--- config.mk ---
export PLATFORM = sky130hd
export DESIGN_NAME = fetch_unit
export DESIGN_NICKNAME = d
export VERILOG_FILES = /design/src/rtl/rv32i_pkg.sv /design/src/rtl/fetch_buf.sv /design/src/rtl/fetch_unit.sv
export SDC_FILE = /design/constraint.sdc
export NUM_CORES = 1
export LEC_CHECK = 0
export CAP_MARGIN = 20
export CORE_MARGIN = 2
export CORE_UTILIZATION = 40
export CTS_BUF_LIST = sky130_fd_sc_hd__clkbuf_8
export DETAILED_ROUTE_END_ITERATION = 7
export PLACE_DENSITY = 0.8
export RECOVER_POWER = 50
export SLEW_MARGIN = 20
export SYNTH_ARGS = -nofsm -noshare
export SYNTH_HDL_FRONTEND = slang
export SYNTH_SLANG_ARGS = --single-unit
--- constraint.sdc ---
create_clock -name clk -period 1.9 [get_ports clk]
set_input_delay 0.38 -clock clk [delete_from_list [all_inputs] [get_ports clk]]
set_output_delay 0.38 -clock clk [all_outputs]
set_load 0.005 [all_outputs]
--- src/rtl/rv32i_pkg.sv ---
// Shared RV32I types and constants for the front end.
// FETCH_MISALIGN_CHK_EN adds the HALT fetch state.
package rv32i_pkg;

  localparam int XLEN = 32;
  localparam int ILEN = 32;
  localparam logic [XLEN-1:0] RESET_PC_DEF = 32'h0000_0000;

`ifdef FETCH_MISALIGN_CHK_EN
  typedef enum logic [1:0] {
    F_REQ, F_WAIT, F_HOLD, F_HALT
  } fetch_state_e;
`else
  typedef enum logic [1:0] {
    F_REQ, F_WAIT, F_HOLD
  } fetch_state_e;
`endif

endpackage

--- src/rtl/fetch_buf.sv ---
// Holding register for the fetched instruction and its PC,
// presented to decode with a valid/ready handshake.
module fetch_buf
  import rv32i_pkg::*;
(
  input  logic            clk,
  input  logic            rst,
  input  logic            load,
  input  logic [ILEN-1:0] load_inst,
  input  logic [XLEN-1:0] load_pc,
  input  logic            flush,
  input  logic            out_ready,
  output logic            out_valid,
  output logic [ILEN-1:0] out_inst,
  output logic [XLEN-1:0] out_pc
);

  logic            valid_q, valid_d;
  logic [ILEN-1:0] inst_q, inst_d;
  logic [XLEN-1:0] pc_q, pc_d;

  always_comb begin
    valid_d = valid_q;
    inst_d  = inst_q;
    pc_d    = pc_q;
    if (flush) begin
      valid_d = 1'b0;
    end else if (load) begin
      valid_d = 1'b1;
      inst_d  = load_inst;
      pc_d    = load_pc;
    end else if (valid_q && out_ready) begin
      valid_d = 1'b0;
    end
  end

  always_ff @(posedge clk) begin
    if (rst) begin
      valid_q <= 1'b0;
      inst_q  <= '0;
      pc_q    <= '0;
    end else begin
      valid_q <= valid_d;
      inst_q  <= inst_d;
      pc_q    <= pc_d;
    end
  end

  assign out_valid = valid_q;
  assign out_inst  = inst_q;
  assign out_pc    = pc_q;

endmodule

--- src/rtl/fetch_unit.sv ---
// Single-outstanding instruction fetch FSM with redirect handling.
// FETCH_MISALIGN_CHK_EN: misaligned redirect sets misalign and halts.
module fetch_unit
  import rv32i_pkg::*;
#(
  parameter logic [XLEN-1:0] RESET_PC = RESET_PC_DEF
) (
  input  logic            clk,
  input  logic            rst,
  input  logic            branch_e,
  input  logic [XLEN-1:0] br_target,
  output logic            imem_req_valid,
  input  logic            imem_req_ready,
  output logic [XLEN-1:0] imem_addr,
  input  logic            imem_rsp_valid,
  input  logic [ILEN-1:0] imem_rsp_data,
  output logic            inst_valid,
  input  logic            inst_ready,
  output logic [ILEN-1:0] inst,
  output logic [XLEN-1:0] inst_pc,
  output logic            misalign
);

  fetch_state_e    state_q, state_d;
  logic [XLEN-1:0] pc_q, pc_d;
  logic            drop_q, drop_d;
  logic            buf_load, buf_flush, buf_valid;
  logic [XLEN-1:0] tgt;

`ifdef FETCH_MISALIGN_CHK_EN
  logic mis_br;
  logic misalign_q, misalign_d;
  assign tgt    = br_target;
  assign mis_br = branch_e && (br_target[1:0] != 2'b00);
`else
  logic unused_tgt_lsb;
  assign tgt            = {br_target[XLEN-1:2], 2'b00};
  assign unused_tgt_lsb = ^br_target[1:0];
`endif

  always_ff @(posedge clk) begin
    if (rst) begin
      state_q <= F_REQ;
      pc_q    <= RESET_PC;
      drop_q  <= 1'b0;
    end else begin
      state_q <= state_d;
      pc_q    <= pc_d;
      drop_q  <= drop_d;
    end
  end

  always_comb begin
    state_d   = state_q;
    pc_d      = pc_q;
    drop_d    = drop_q;
    buf_load  = 1'b0;
    buf_flush = 1'b0;
    unique case (state_q)
      F_REQ: begin
        if (branch_e) pc_d = tgt;
        if (imem_req_ready) begin
          state_d = F_WAIT;
          drop_d  = branch_e;
        end
      end
      F_WAIT: begin
        if (imem_rsp_valid) begin
          drop_d = 1'b0;
          if (branch_e || drop_q) begin
            state_d = F_REQ;
          end else begin
            state_d  = F_HOLD;
            buf_load = 1'b1;
          end
        end else if (branch_e) begin
          drop_d = 1'b1;
        end
        if (branch_e) pc_d = tgt;
      end
      F_HOLD: begin
        if (branch_e) begin
          buf_flush = 1'b1;
          pc_d      = tgt;
          state_d   = F_REQ;
        end else if (inst_ready) begin
          pc_d    = pc_q + XLEN'(4);
          state_d = F_REQ;
        end
      end
      default: ;
    endcase
`ifdef FETCH_MISALIGN_CHK_EN
    // HALT is left only through reset, so a bad redirect overrides all.
    if (mis_br || state_q == F_HALT) begin
      state_d   = F_HALT;
      pc_d      = pc_q;
      drop_d    = 1'b0;
      buf_load  = 1'b0;
      buf_flush = 1'b1;
    end
`endif
  end

  always_comb begin
    imem_req_valid = !rst && (state_q == F_REQ);
    imem_addr      = pc_q;
    inst_valid     = !rst && buf_valid;
  end

`ifdef FETCH_MISALIGN_CHK_EN
  always_comb misalign_d = misalign_q | mis_br;

  always_ff @(posedge clk) begin
    if (rst) misalign_q <= 1'b0;
    else     misalign_q <= misalign_d;
  end

  assign misalign = misalign_q;
`else
  assign misalign = 1'b0;
`endif

  fetch_buf u_buf (
    .clk       (clk),
    .rst       (rst),
    .load      (buf_load),
    .load_inst (imem_rsp_data),
    .load_pc   (pc_q),
    .flush     (buf_flush),
    .out_ready (inst_ready),
    .out_valid (buf_valid),
    .out_inst  (inst),
    .out_pc    (inst_pc)
  );

endmodule
==> results_dict.tcl, run 1 <==
set metrics [dict create \
    status "finished, violations left" \
    violated_checks "setup timing" \
    setup_viol 2 \
    critical_path.startpoint_type "flop" \
    hp-class "in -> reg" \
    register_clock_pin_slew_on_the_reported_worst_setup_and_hold_paths_ps 100 \
    comb_power_share 0.231 \
    nNetsFinal 844 \
    syn-mean-instance-area_um2 7.572 \
    irDropWorstVdd_mv 0.4158 \
    grt_antenna_before_repair 0 \
    r2r_slack_ps -30 \
    cell_internal_pwr_mw 3.294 \
    drt_wl_total_um 14180 \
    maxCapViolations 0 \
    vias 4934 \
    hold_buffers 0 \
    grt_pass1_vias 4517 \
    totalNegativeSetupSlack_ps -33.65 \
    final_max_slew_viol_count 0 \
    final_cell_count_no_fill 915 \
    clk-insertion-delay-late_ps 360 \
    detail_route.wl_per_cell_um 15.50 \
    hold_start "rst" \
    dieHeight_um 108.6 \
    maxClockFrequency_ghz 0.5186 \
    worst_r2r_path_depth 7 \
    drtAntennaViolNets 0 \
    timing.critical_path.slowest_stage_cell "sky130_fd_sc_hd__nor4_4" \
    cts_inserted_buffers 9 \
    cts_max_level 3 \
    number_of_top_level_pins 169 \
    hold_viol 0 \
    grt_start_max_net_pins 95 \
    area.sequential_um2 1944 \
    detail_route.iter0.violations 404 \
    dpl_worst_slack_ps -322.6 \
    cts.path.max_buffers 2 \
    layout_min_cycle_time_ps 1928 \
    worst_hold_path.num_cells 2 \
    total_power_mw 4.600 \
    placed_cells_incl_taps 886 \
    crit_arrival_ps 2160 \
    antenna_cells 0 \
    globalplace.congestion 0.8638 \
    netlist_instances 578 \
    area_added_between_synthesis_and_finish_pct 57.20 \
    final_util 0.6403 \
    worst_r2r_endpoint "imem_addr[20]" \
    cts_num_sinks 96 \
    dieWidth_um 108.6 \
    nFillCells 944 \
    worstHoldEndpoint "state_q[0]" \
    synth.ff_latch_count 96 \
    setup_slack_ps -28.11 \
    netlist-cell-type-count 46 \
    initial_util 0.4073 \
    finClkSkew_ps 9.585 \
    dpl.hpwl_um 9787 \
    syn_area_um2 4377 \
    crit_type "reg -> reg" \
    route.detailed.vias_per_inst 5.392 \
    required_ps 2130 \
    core_um2 10750 \
    die_area_um2 11790 \
    grt_setup_unrepaired "yes" \
    cts_root_buffer "sky130_fd_sc_hd__clkbuf_8" \
    post_route_cells_drive_above_1_share 0.1523 \
    buffer_ports.inserted 161 \
    power.static_leakage_nw 2.735 \
    cts_tree "done" \
    worst_path_largest_cell_delay_ps 430 \
    num_rows 38 \
    grt_overflow_total 0 \
    clock_power_share 0.288 \
    switching_share 0.2839 \
    synth_warnings 0 \
    drt_drc_violations_left 0 \
    worst_setup_path_end_kind "flop" \
    path_cells "ha_4 > nand4_4 > nor4_4 > buf_4 > a31oi_1 > a41oi_1 > a31oi_1" \
    p_seq_frac 0.481 \
    drt_pass1_iterations 5 \
    synth_seq_area_share 0.4391 \
    power.density_nw_per_um2 668.6 \
    grt_usage 0.2299 \
    r2r-start "imem_addr[3]" \
    period_share 1.015 \
    crit_path_max_fanout 7 \
    crit_top_cell "sky130_fd_sc_hd__a31oi_1" \
    global_route_wire_length_before_repair_um 21480 \
    total_switching_power_mw 1.306 \
    multi_input_comb_area_um2 2351 \
]
-- flip-flops by register name, summed over array words and instances (netlist names) --
signal,flops
state_q,2
drop_q,1
u_buf.out_inst,32
imem_addr,30
u_buf.out_pc,30
u_buf.out_valid,1
-- stage by stage --
step           hold WS (ps)  area, um^2
6_report              272.0        6880
5_1_grt               266.8        6880
4_1_cts               256.2        6679
3_5_place_dp          446.6        6462
3_3_place_gp          441.1        6462
2_1_floorplan         452.7        4427
-- Yosys cell counts, drive strengths merged --
master | number | area, um^2
a2111oi | 1 | 8.760
a211oi | 7 | 52.55
a21oi | 87 | 435.4
a221oi | 2 | 17.52
a22oi | 4 | 30.03
a2bb2oi | 5 | 43.79
a311oi | 3 | 26.28
a31o | 3 | 26.28
a31oi | 10 | 62.56
a32o | 1 | 10.01
a41oi | 2 | 17.52
and2 | 5 | 31.28
and3 | 7 | 43.79
and4 | 3 | 26.28
buf | 9 | 56.30
clkbuf | 41 | 153.9
conb | 1 | 3.750
dfxtp | 96 | 1922
ha | 4 | 50.05
inv | 5 | 18.77
mux2 | 1 | 11.26
mux2i | 5 | 50.05
nand2 | 149 | 559.3
nand2b | 4 | 25.02
nand3 | 20 | 110.1
nand3b | 2 | 15.01
nand4 | 6 | 43.79
nor2 | 39 | 146.4
nor2b | 4 | 25.02
nor3 | 12 | 60.06
nor3b | 2 | 15.01
nor4 | 8 | 95.09
o211ai | 1 | 7.510
o21ai | 13 | 65.06
o22ai | 5 | 31.28
o31ai | 2 | 15.01
o32ai | 1 | 8.760
or2 | 1 | 6.260
or3 | 2 | 12.51
or4 | 5 | 37.54
-- final cells by class --
cell class / count / share of cell area
clock buffers: 9 / 0.01800
inverters: 5 / 0.002728
clock inverters: 7 / 0.009456
flip-flops and latches: 96 / 0.2826
repair buffers: 227 / 0.3201
multi-input cells: 431 / 0.3417
well taps: 140 / 0.02546
-- critical path: cells and delay by family, from the launching register on --
kind | cells | cell delay (ps)
compound gates | 3 | 440
fa+ha+maj | 1 | 170
buf+inv | 1 | 230
flops | 1 | 390
simple gates | 2 | 570
-- layer usage --
metal / routed length (um) / GRT usage / vias up
met4: 290 / 0.09432 / 0
met5: 0 / 0 / -
li1: - / - / 2388
met3: 1050 / 0.03978 / 29
met2: 6859 / 0.3768 / 226
met1: 5979 / 0.2989 / 2291
-- kinds of logic (layout without fill, tap and decap cells) --
family / after synthesis / count (layout) / share of synthesized area
AO/OA/AOI/OAI: 147 / 147 / 0.1961
adder cells (fa/ha/maj): 4 / 4 / 0.01144
buffers and inverters: 55 / 248 / 0.05232
flip-flops: 96 / 96 / 0.4391
multiplexers: 6 / 6 / 0.01401
other: 1 / 5 / 0.0008568
AND/OR/NAND/NOR: 269 / 269 / 0.2862
-- worst max-delay path by stage --
stage          slack [ps]  cells past startpoint       endpoint          from
6_report              -30                      7  imem_addr[20]  imem_addr[3]
5_1_grt              -160                      6  imem_addr[18]  imem_addr[3]
4_1_cts                 7                      6  imem_addr[29]  imem_addr[7]
3_5_place_dp         -320                      5  imem_addr[19]      branch_e
3_3_place_gp         -270                      5  imem_addr[19]      branch_e
2_1_floorplan           1                      6  imem_addr[18]  imem_addr[2]
-- power by group through the flow --
stage | clock network (mW) | logic (mW) | registers, mW
finish | 1.33 | 1.06 | 2.21
global route | 1.44 | 1.16 | 2.23
CTS | 1.36 | 1.03 | 2.21
detailed placement | 0 | 1.01 | 2.26
global placement | 0 | 0.981 | 2.25
floorplan | 0 | 0.414 | 2.27
-- cell usage in the layout, fill, tap and decap left out, drive strengths merged, types with 2 or more instances in the layout --
| cell type | instances |
|---|---|
| nand2 | 149 |
| a31o | 3 |
| a221oi | 2 |
| a41oi | 2 |
| clkdlybuf4s50 | 97 |
| conb | 5 |
| inv | 7 |
| nor2b | 4 |
| nor3 | 12 |
| o21ai | 13 |
| or4 | 5 |
| a311oi | 3 |
| a21oi | 87 |
| o31ai | 2 |
| a31oi | 10 |
| and4 | 3 |
| and3 | 7 |
| a22oi | 4 |
| clkbuf | 11 |
| or3 | 2 |
| nor3b | 2 |
| dfxtp | 96 |
| o22ai | 5 |
| nor2 | 39 |
| ha | 4 |
| mux2i | 5 |
| nand4 | 6 |
| buf | 65 |
| nand3b | 2 |
| dlygate4sd3 | 61 |
| clkinvlp | 3 |
| a211oi | 7 |
| nor4 | 8 |
| and2 | 5 |
| nand3 | 20 |
| a2bb2oi | 5 |
| nand2b | 4 |
-- timing repair --
action / in CTS / in global routing
buffers inserted: 0 / 11
gates cloned: 0 / 2
setup endpoints to repair: 6 / 79
resized for setup: 7 / 23
pin swaps: 1 / 17
(Power assumes the default switching activity.)
==> run 2: changes to the inputs <==
==> constraint.sdc (replaced) <==
create_clock -name clk -period 1.6 [get_ports clk]
set_input_delay 0.32 -clock clk [delete_from_list [all_inputs] [get_ports clk]]
set_output_delay 0.32 -clock clk [all_outputs]
set_load 0.005 [all_outputs]
==> run 2 against run 1 <==
Net effect: critical path depth stayed put; the run still ends with setup timing left; non-clock buffer count is 72 higher; critical endpoint is now imem_addr[19]; first-iteration DRC count is 70% higher; highest routed layer unchanged; routed wire length is 50% higher; critical path type unchanged; flip-flop and latch count stayed put; die area stayed put.
==> results_dict.tcl, run 2 (synthesized netlist as in run 1, its figures left out) <==
set metrics [dict create \
    nNetsFinal 916 \
    hold_slack_ps 208.6 \
    setup_viol 95 \
    setup_slack_ps -287.8 \
    global_route_wire_length_before_repair_um 27370 \
    register_clock_pin_slew_on_the_reported_worst_setup_and_hold_paths_ps 110 \
    core_um2 10750 \
    power.static_leakage_nw 3.416 \
    final_util 0.7890 \
    maxClockFrequency_ghz 0.5297 \
    final_area_um2 8478 \
    detail_route.iter0.violations 685 \
    cts_root_buffer "sky130_fd_sc_hd__clkbuf_8" \
    route.detailed.vias_per_inst 5.968 \
    layout_min_cycle_time_ps 1888 \
    detail_route.wl_per_cell_um 21.59 \
    irDropWorstVdd_mv 0.5418 \
    area_added_between_synthesis_and_finish_pct 93.71 \
    period_share 1.180 \
    drt_drc_violations_left 0 \
    status "finished, violations left" \
    cts_max_level 3 \
    buffer_ports.inserted 161 \
    path_cells "inv_2 > ha_4 > nor3b_4 > or3_4 > buf_4 > or4_1 > a31oi_1" \
    power.density_nw_per_um2 740.6 \
    hold_buffers 0 \
    hold_viol 0 \
    vias 5890 \
    crit_path_max_fanout 2 \
    num_rows 38 \
    grt_setup_unrepaired "yes" \
    crit_arrival_ps 2190 \
    path_buf_inv 2 \
    final_max_slew_viol_count 0 \
    drt_pass1_iterations 8 \
    crit_family "simple AND/OR/NAND/NOR gates" \
    cts_num_sinks 96 \
    critical_path.startpoint_type "flop" \
    worst_path_largest_cell_delay_ps 400 \
    grt_pass1_vias 5572 \
    final_cell_mix "sky130_fd_sc_hd__clkdlybuf4s50_1, sky130_fd_sc_hd__nand2_1, sky130_fd_sc_hd__buf_4, sky130_fd_sc_hd__a21oi_1, sky130_fd_sc_hd__dfxtp_1" \
    dieHeight_um 108.6 \
    drt_wl_total_um 21310 \
    post_route_cells_drive_above_1_share 0.4038 \
    initial_util 0.4073 \
    cts_inserted_buffers 9 \
    crit_type "reg -> reg" \
    die_area_um2 11790 \
    final_common_cell "sky130_fd_sc_hd__clkdlybuf4s50_1" \
    grt_start_max_net_pins 86 \
    drtAntennaViolNets 0 \
    dieWidth_um 108.6 \
    antenna_cells 0 \
    grt_overflow_total 0 \
    cts_tree "done" \
    dpl.hpwl_um 10490 \
    post_dp_cell_area_um2 6914 \
    cts.path.max_buffers 2 \
    hp-class "in -> reg" \
    globalplace.congestion 0.9186 \
    largest_register_ff_count 32 \
    worst_setup_path_end_kind "flop" \
    grt_usage 0.2985 \
    maxCapViolations 0 \
    total_power_mw 6.279 \
    timing.critical_path.slowest_stage_cell "sky130_fd_sc_hd__or4_1" \
    violated_checks "setup timing" \
    finClkSkew_ps 14.75 \
    required_ps 1900 \
    grt_antenna_before_repair 0 \
    number_of_top_level_pins 169 \
    clk-insertion-delay-late_ps 370 \
]
[run 2: path summary, 6_finish.rpt]
| path | slack (ps) | cells past startpoint | from | endpoint |
|---|---|---|---|---|
| min | 210 | 2 | rst | u_buf.out_inst[18] |
| max | -290 | 7 | state_q[0] | imem_addr[19] |
| min reg2reg | 460 | 2 | u_buf.out_inst[17] | u_buf.out_inst[17] |
| max reg2reg | -290 | 7 | state_q[0] | imem_addr[19] |
[run 2: repair_timing]
item	CTS	global route
resized for setup	148	136
pin swaps	30	52
gates cloned	10	9
endpoints found under the setup margin	125	102
setup buffers	30	10
[run 2: per-stage QoR]
stage	setup slack [ps]	TNS, ps	cells
final	-287.8	-7742	987
after floorplan	-253.4	-1883	582
after CTS	-216.5	-7882	978
after detailed placement	-512.4	-30340	923
after global placement	-493.4	-27630	923
after global routing	-326.4	-12200	987
[run 2: area by class of cell]
| type | count | area, um^2 |
|---|---|---|
| Inverter | 5 | 23.77 |
| Fill cell | 699 | 2267 |
| Sequential cell | 96 | 2007 |
| Clock buffer | 9 | 123.9 |
| Multi-Input combinational cell | 431 | 2965 |
| Clock inverter | 7 | 47.55 |
| Tap cell | 140 | 175.2 |
| Timing Repair Buffer | 299 | 3136 |
[run 2: power by group]
group,total (mW),switching (mW),internal (mW),leakage (nW)
Combinational,2.12,0.981,1.14,2.53
Sequential,2.65,0.119,2.53,0.805
Clock,1.51,0.950,0.564,0.0816
[run 2: per-layer routing]
layer  wire length [um]  vias to the layer above  global-route usage
met5                  0                        -                   0
met4                970                        0              0.1456
met3               2158                      115             0.04641
met2              10530                      466              0.5205
met1               7645                     2764              0.3558
li1                   -                     2545                   -
[run 2: worst register-to-register path: stages, from the launching register on]
cell and delay (ps):
sky130_fd_sc_hd__dfxtp_2 350, sky130_fd_sc_hd__inv_2 60, sky130_fd_sc_hd__ha_4 160, sky130_fd_sc_hd__nor3b_4 150, sky130_fd_sc_hd__or3_4 390, sky130_fd_sc_hd__buf_4 160, sky130_fd_sc_hd__or4_1 400, sky130_fd_sc_hd__a31oi_1 140
==> run 3: changes to the inputs <==
--- a/config.mk
+++ b/config.mk
@@ -6,7 +6,6 @@
 export NUM_CORES = 1
 export LEC_CHECK = 0
 export CAP_MARGIN = 20
-export CORE_MARGIN = 2
 export CORE_UTILIZATION = 40
 export CTS_BUF_LIST = sky130_fd_sc_hd__clkbuf_8
 export DETAILED_ROUTE_END_ITERATION = 7
==> run 3 against run 2 <==
Net effect: the run still ends with setup timing left; critical path depth up 1; clock skew increased by 1.7 ps; die area shrank 3.6%.
==> results_dict.tcl, run 3 (synthesized netlist as in run 1, its figures left out) <==
set metrics [dict create \
    dieWidth_um 106.6 \
    cts_num_sinks 96 \
    final_max_slew_viol_count 0 \
    hold_slack_ps 164.1 \
    grt_start_max_net_pins 95 \
    initial_util 0.4183 \
    hold_buffers 0 \
    core_um2 10460 \
    register_clock_pin_slew_on_the_reported_worst_setup_and_hold_paths_ps 110 \
    globalplace.congestion 0.9509 \
    hold_viol 0 \
    cts_tree "done" \
    detail_route.iter0.violations 641 \
    largest_register_ff_count 32 \
    maxClockFrequency_ghz 0.5191 \
    crit_family "simple AND/OR/NAND/NOR gates" \
    die_area_um2 11360 \
    vias 5736 \
    path_buf_inv 3 \
    grt_antenna_before_repair 0 \
    nNetsFinal 913 \
    required_ps 1860 \
    cts_root_buffer "sky130_fd_sc_hd__clkbuf_8" \
    critical_path.startpoint_type "flop" \
    dpl.hpwl_um 10390 \
    worst_setup_path_end_kind "flop" \
    power.density_nw_per_um2 744.5 \
    path_cells "buf_6 > ha_4 > nor3b_4 > or3_4 > buf_6 > buf_12 > a21oi_2 > o22ai_1" \
    clk-insertion-delay-late_ps 390 \
    setup_slack_ps -326.5 \
    number_of_top_level_pins 169 \
    layout_min_cycle_time_ps 1926 \
    drt_wl_total_um 20190 \
    setup_viol 99 \
    detail_route.wl_per_cell_um 20.62 \
    worst_path_largest_cell_delay_ps 420 \
    p_seq_frac 0.429 \
    clock_power_share 0.246 \
    route.detailed.vias_per_inst 5.859 \
    timing.critical_path.slowest_stage_cell "sky130_fd_sc_hd__or3_4" \
    crit_top_cell "sky130_fd_sc_hd__buf_6" \
    total_switching_power_mw 1.952 \
    crit_arrival_ps 2190 \
    cts_inserted_buffers 9 \
    irDropWorstVdd_mv 0.5961 \
    cts_max_level 3 \
    cts.path.max_buffers 2 \
    maxCapViolations 0 \
    grt_setup_unrepaired "yes" \
    final_util 0.7880 \
    comb_power_share 0.325 \
    buffer_ports.inserted 161 \
    grt_usage 0.2929 \
    crit_type "reg -> reg" \
    post_route_cells_drive_above_1_share 0.3416 \
    drt_drc_violations_left 0 \
    period_share 1.204 \
    area_added_between_synthesis_and_finish_pct 88.36 \
    global_route_wire_length_before_repair_um 26150 \
    drt_pass1_iterations 6 \
    violated_checks "setup timing" \
    switching_share 0.3180 \
    finClkSkew_ps 16.43 \
    crit_path_max_fanout 5 \
    final_cell_mix "sky130_fd_sc_hd__nand2_1, sky130_fd_sc_hd__clkdlybuf4s50_1, sky130_fd_sc_hd__a21oi_1, sky130_fd_sc_hd__buf_4, sky130_fd_sc_hd__dfxtp_1" \
    num_rows 37 \
    power.static_leakage_nw 3.227 \
    status "finished, violations left" \
    cell_internal_pwr_mw 4.186 \
    final_common_cell "sky130_fd_sc_hd__nand2_1" \
    grt_overflow_total 0 \
    grt_pass1_vias 5362 \
    hp-class "in -> reg" \
    antenna_cells 0 \
    drtAntennaViolNets 0 \
    dieHeight_um 106.6 \
]
-- run 3: power groups by stage --
stage	logic (mW)	clock network, mW	registers, mW
2_1_floorplan	0.567	0	2.71
3_3_place_gp	1.30	0	2.67
3_5_place_dp	1.33	0	2.68
4_1_cts	1.58	1.49	2.62
5_1_grt	2.08	1.60	2.65
6_report	1.99	1.51	2.64
-- run 3: area by class of cell --
cell class | instances | area, um^2
clock buffer | 9 | 123.9
clock inverter | 6 | 43.79
fill | 646 | 2218
inverter | 5 | 23.77
multi-input combinational | 431 | 2794
sequential | 96 | 1983
tap | 136 | 170.2
timing repair buffer | 296 | 3105
-- run 3: path summary, 6_finish.rpt --
kind / endpoint / start / slack [ps] / cells past startpoint
max: imem_addr[30] / state_q[1] / -330 / 8
min: state_q[1] / rst / 160 / 2
max reg2reg: imem_addr[30] / state_q[1] / -330 / 8
min reg2reg: u_buf.out_pc[18] / u_buf.out_pc[18] / 460 / 2
-- run 3: per-stage QoR --
stage	area (um^2)	instances	setup slack, ps	setup TNS (ps)	power [mW]
after CTS	7634	952	-198.6	-4033	5.692
final	8244	979	-326.5	-14820	6.138
after floorplan	4672	582	-253.4	-1883	3.273
after global placement	6829	910	-463.6	-27970	3.965
after global routing	8244	979	-389.1	-19880	6.332
after detailed placement	6829	910	-522.0	-30900	4.007
-- run 3: per-layer routing --
layer | track usage | vias up | part of all wire
met5 | 0 | - | 0
met4 | 0.1380 | 0 | 0.051
met3 | 0.05471 | 100 | 0.084
met2 | 0.5249 | 398 | 0.50
met1 | 0.3340 | 2710 | 0.37
li1 | - | 2528 | -
-- run 3: what timing repair did --
action	CTS	global route
endpoints found under the setup margin	126	117
cloned	7	11
gates resized for setup	128	92
buffers inserted	20	18
pin swaps	32	14
